<file path="config.mk">
export PLATFORM = sky130hd
export DESIGN_NAME = afvip_rst_ctrl
export DESIGN_NICKNAME = d
export VERILOG_FILES = /design/src/rtl/afvip_rst_ctrl.sv
export SDC_FILE = /design/constraint.sdc
export NUM_CORES = 1
export LEC_CHECK = 0
export CAP_MARGIN = 20
export CORE_UTILIZATION = 51
export DETAILED_ROUTE_END_ITERATION = 8
export PLACE_DENSITY_LB_ADDON = 0.15
export SLEW_MARGIN = 30
export SYNTH_ARGS = -nofsm -noshare
export SYNTH_HDL_FRONTEND = slang
export SYNTH_SLANG_ARGS = --single-unit
</file>
<file path="constraint.sdc">
create_clock -name clk -period 2.2 [get_ports clk]
set_input_delay 0.44 -clock clk [delete_from_list [all_inputs] [get_ports clk]]
set_output_delay 0.44 -clock clk [all_outputs]
set_load 0.02 [all_outputs]
</file>
<file path="src/rtl/afvip_rst_ctrl.sv">
// AFVIP interface reset generator: synchronized power-on reset with a fixed hold,
// plus on-demand reset pulses requested over a valid/ready handshake.
module afvip_rst_ctrl #(
  parameter int SYNC_STAGES = 2,
  parameter int HOLD_CYCLES = 16,
  parameter int CNT_W       = 8,
  parameter int EVT_W       = 8
) (
  input  logic             clk,
  input  logic             rst_n,
  input  logic             req_valid,
  input  logic [CNT_W-1:0] req_len,
  output logic             req_ready,
  output logic             intf_reset,
  output logic             rst_done,
  output logic [EVT_W-1:0] rst_count
);

  typedef enum logic [1:0] {
    ST_SYNC   = 2'd0,
    ST_HOLD   = 2'd1,
    ST_RUN    = 2'd2,
    ST_ASSERT = 2'd3
  } state_t;

  localparam logic [CNT_W-1:0] HOLD_LEN  = CNT_W'(HOLD_CYCLES);
  localparam logic [CNT_W-1:0] CNT_ONE   = {{(CNT_W-1){1'b0}}, 1'b1};
  localparam logic [CNT_W-1:0] CNT_ZERO  = {CNT_W{1'b0}};
  localparam logic [EVT_W-1:0] EVT_ONE   = {{(EVT_W-1){1'b0}}, 1'b1};
  localparam logic [EVT_W-1:0] EVT_MAX   = {EVT_W{1'b1}};

  state_t                 state_r, state_nxt_s;
  logic [SYNC_STAGES-1:0] sync_r, sync_nxt_s;
  logic [CNT_W-1:0]       cnt_r, cnt_nxt_s;
  logic                   intf_reset_r, intf_nxt_s;
  logic                   req_ready_r;
  logic                   rst_done_r, done_nxt_s;
  logic [EVT_W-1:0]       rst_count_r, count_nxt_s;

  // Next-state, counter and output decode.
  always_comb begin
    state_nxt_s = state_r;
    sync_nxt_s  = sync_r;
    cnt_nxt_s   = cnt_r;
    case (state_r)
      ST_SYNC: begin
        // The release chain fills with ones; the last stage going high ends SYNC.
        sync_nxt_s = {sync_r[SYNC_STAGES-2:0], 1'b1};
        if (sync_nxt_s[SYNC_STAGES-1]) begin
          state_nxt_s = ST_HOLD;
          cnt_nxt_s   = HOLD_LEN;
        end else begin
          state_nxt_s = ST_SYNC;
        end
      end
      ST_HOLD, ST_ASSERT: begin
        if (cnt_r == CNT_ONE) begin
          state_nxt_s = ST_RUN;
        end else begin
          cnt_nxt_s = cnt_r - CNT_ONE;
        end
      end
      ST_RUN: begin
        if (req_valid && req_ready_r) begin
          state_nxt_s = ST_ASSERT;
          cnt_nxt_s   = (req_len == CNT_ZERO) ? HOLD_LEN : req_len;
        end else begin
          state_nxt_s = ST_RUN;
        end
      end
      default: begin
        state_nxt_s = ST_SYNC;
      end
    endcase

    intf_nxt_s = (state_nxt_s == ST_RUN);
    done_nxt_s = intf_nxt_s & ~intf_reset_r;
    if (done_nxt_s && (rst_count_r != EVT_MAX)) begin
      count_nxt_s = rst_count_r + EVT_ONE;
    end else begin
      count_nxt_s = rst_count_r;
    end
  end

  // State and registered outputs; rst_n aborts everything immediately.
  always_ff @(posedge clk or negedge rst_n) begin
    if (!rst_n) begin
      state_r      <= ST_SYNC;
      sync_r       <= {SYNC_STAGES{1'b0}};
      cnt_r        <= CNT_ZERO;
      intf_reset_r <= 1'b0;
      req_ready_r  <= 1'b0;
      rst_done_r   <= 1'b0;
      rst_count_r  <= {EVT_W{1'b0}};
    end else begin
      state_r      <= state_nxt_s;
      sync_r       <= sync_nxt_s;
      cnt_r        <= cnt_nxt_s;
      intf_reset_r <= intf_nxt_s;
      req_ready_r  <= intf_nxt_s;
      rst_done_r   <= done_nxt_s;
      rst_count_r  <= count_nxt_s;
    end
  end

  assign intf_reset = intf_reset_r;
  assign req_ready  = req_ready_r;
  assign rst_done   = rst_done_r;
  assign rst_count  = rst_count_r;

endmodule

</file>
==> results.toml <==
[global_routing]
antenna_found_initial = 0
grt_max_degree = 22
grt_overflow = 0
grt_pass1_vias = 972
track_usage_pct = 24.2
grt_pass1_wl_um = 4530

[finish]
final_cell_mix = "dfrtp_1 (21), clkdlybuf4s50_1 (21), nand2_1 (8)"
areaGrowthSynthToFinish_pct = 22.8
layout-drive-gt1-share_pct = 9.86
fin_nets = 157
num_antenna_cells = 0
final_cell_count_no_fill = 170
fill_cells = 188

[placement]
dpl.hpwl_um = 2040
dp_slack_ns = 0.112
io_buffer_count = 21
place.gp.congestion = 0.962
dp.cells = 166

[pwr]
p_leak_nw = 0.662
peakVddDrop_mv = 0.869
pwr_density_cell_mw_per_mm2 = 1200

[cts]
clock_path_buffers = 2
numClockSinks = 21
htreeDepth = 1
cts-resized-gates = 0
cts_buffers = 3
cts_tree = "built"
clock-root-buffer = "clkbuf_4"
clk-insertion-delay-late_ns = 0.32
postCtsHoldBufs = 0
clk_pin_slew_ns = 0.13
cts_setup_buffers = 0

[worst_setup_path]
end_kind = "output pin"
crit_chain = "clkdlybuf4s50_1"
slowest_stage = "clkdlybuf4s50_1"
worstRegToRegCells = 6
r2r-start = "cnt_r[1]"
r2r_slack_ns = 0.17
startpoint = "req_ready"
worst_setup_path_start_kind = "flop"
crit_fanout = 14
required_ns = 1.76
critPathBufInv = 1
critPathKind = "reg2out"
r2r-end = "rst_count[6]"
crit_end = "intf_reset"
cp_num_cells = 1
crit_family = "buffers and inverters"
slowest_delay_ns = 0.70
critical_path_arrival_ns = 1.68

[timing]
finalSetupTns_ns = 0
skew_ns = 0.00705
fmax_mhz = 472
finalCritPeriodShare_pct = 96.2
slew_violations = 0
setup_slack_ns = 0.0831
hold_viol_final = 0
finalSetupViolCount = 0
max_slew.worst_pin.slew_ns = 0.477
period_minus_slack_ns = 2.12
rsz0062_at_grt = "false"
slew_headroom_pct = 68.2

[routing]
drc = 0
post_drt_wl_per_cell_um = 16.3
via_count = 1049
drt-total-wl_um = 2770
via_per_inst = 6.17
first_iter_violations = 66
first_pass_iters = 4
antenna_left = 0

[die]
die_h_um = 50.6
core_sq_mm = 0.00221
die_x_um = 50.6
dieArea_sq_mm = 0.00256
num_rows = 17
ios = 22
start_util_pct = 54.4

[yosys]
synth_edf_count = 0
synth_area_leader_cell = "dfrtp_1"
yosysWarnings = 0
netlist_area_sq_mm = 0.00120
synthArstFlopShare_pct = 100
synth-main-ff-cell = "dfrtp_1"
synthTopCellsByArea = "dfrtp_1 (44%), xor2_1 (3.6%), ha_1 (3.1%), and3_1 (2.6%), a21oi_1 (2.5%)"
yosysSeqAreaShare_pct = 43.7
synth_top_area_share_pct = 43.7
netlist_instances = 119
ys_types = 47
syn_avg_cell_area_sq_um = 10.1
syn_nets = 133
ys_ff_latch = 21

[worst_hold_path]
hp-class = "in2async"

[status]
status = "complete, no violations"

[run]
maxCapViolCount = 0
==> cells in the mapped netlist (4+ instances only) <==
library cell and count:
a21oi_1 6, nor4_1 4, xor2_1 5, inv_1 6, dfrtp_1 21, nand2_1 8, and3_1 5, nor2_1 4
nand3_1 5
==> worst min path at each step <==
stage                         endpoint  slack [ns]
after detailed placement     sync_r[0]        0.46
final                     rst_count[5]        0.44
after CTS                 rst_count[5]        0.44
after global placement       sync_r[0]        0.45
after floorplan               cnt_r[0]        0.14
after global routing          cnt_r[3]        0.45
==> worst reg2reg max path: cells and delay by family, from the launching register on <==
kind	cells	cell delay (ns)
simple gates	2	0.72
flops	1	0.42
mux	1	0.37
compound gates	1	0.17
fa+ha+maj	1	0.15
buf+inv	1	0.10
==> stage by stage <==
step / total power, mW / util [%] / hold WS [ns] / area, sq um
finish: 1.78 / 66.7 / 0.438 / 1480
global route: 1.89 / 66.7 / 0.454 / 1480
CTS: 1.78 / 66.7 / 0.439 / 1480
floorplan: 1.28 / - / 0.144 / 1200
detailed placement: 1.57 / 65.4 / 0.457 / 1450
global placement: 1.55 / 65.4 / 0.452 / 1450
==> metal layers <==
metal  track usage [%]  vias to the layer above  wire length, um
li1                  -                      491                -
met1              33.9                      512             1230
met2              37.3                       39             1350
met3              2.73                        7              125
met4              11.1                        0               61
met5                 0                        -                0
==> cell type report <==
cell class / instances / area (sq um) / area share, %
Multi-Input combinational cell: 84 / 612 / 41.4
Sequential cell: 21 / 526 / 35.6
Timing Repair Buffer: 26 / 248 / 16.8
Tap cell: 28 / 35.0 / 2.37
Inverter: 7 / 26.3 / 1.78
Clock buffer: 3 / 22.5 / 1.53
Clock inverter: 1 / 7.51 / 0.508
==> logic make-up (layout without fill, tap and decap cells) <==
group	count (synthesis)	in the layout	share of synthesized area, %
XOR/XNOR	5	5	3.64
buffers and inverters	14	37	5.41
AO/OA/AOI/OAI	29	29	18.7
adder cells (fa/ha/maj)	3	3	3.12
flip-flops	21	21	43.7
AND/OR/NAND/NOR	44	44	22.7
multiplexers	3	3	2.71
==> flip-flops by register name (all words and copies together), names as in the netlist <==
signal     count
sync_r         1
state_r        2
req_ready      1
cnt_r          8
rst_done       1
rst_count      8
==> power by group <==
group	switching, mW	leakage (nW)	internal [mW]	total (mW)
Combinational	0.425	0.388	0.426	0.851
Clock	0.132	0.0139	0.0697	0.202
Sequential	0.202	0.260	0.521	0.723
Total	0.759	0.662	1.02	1.78
No activity file was read; power rests on OpenSTA's default activity.
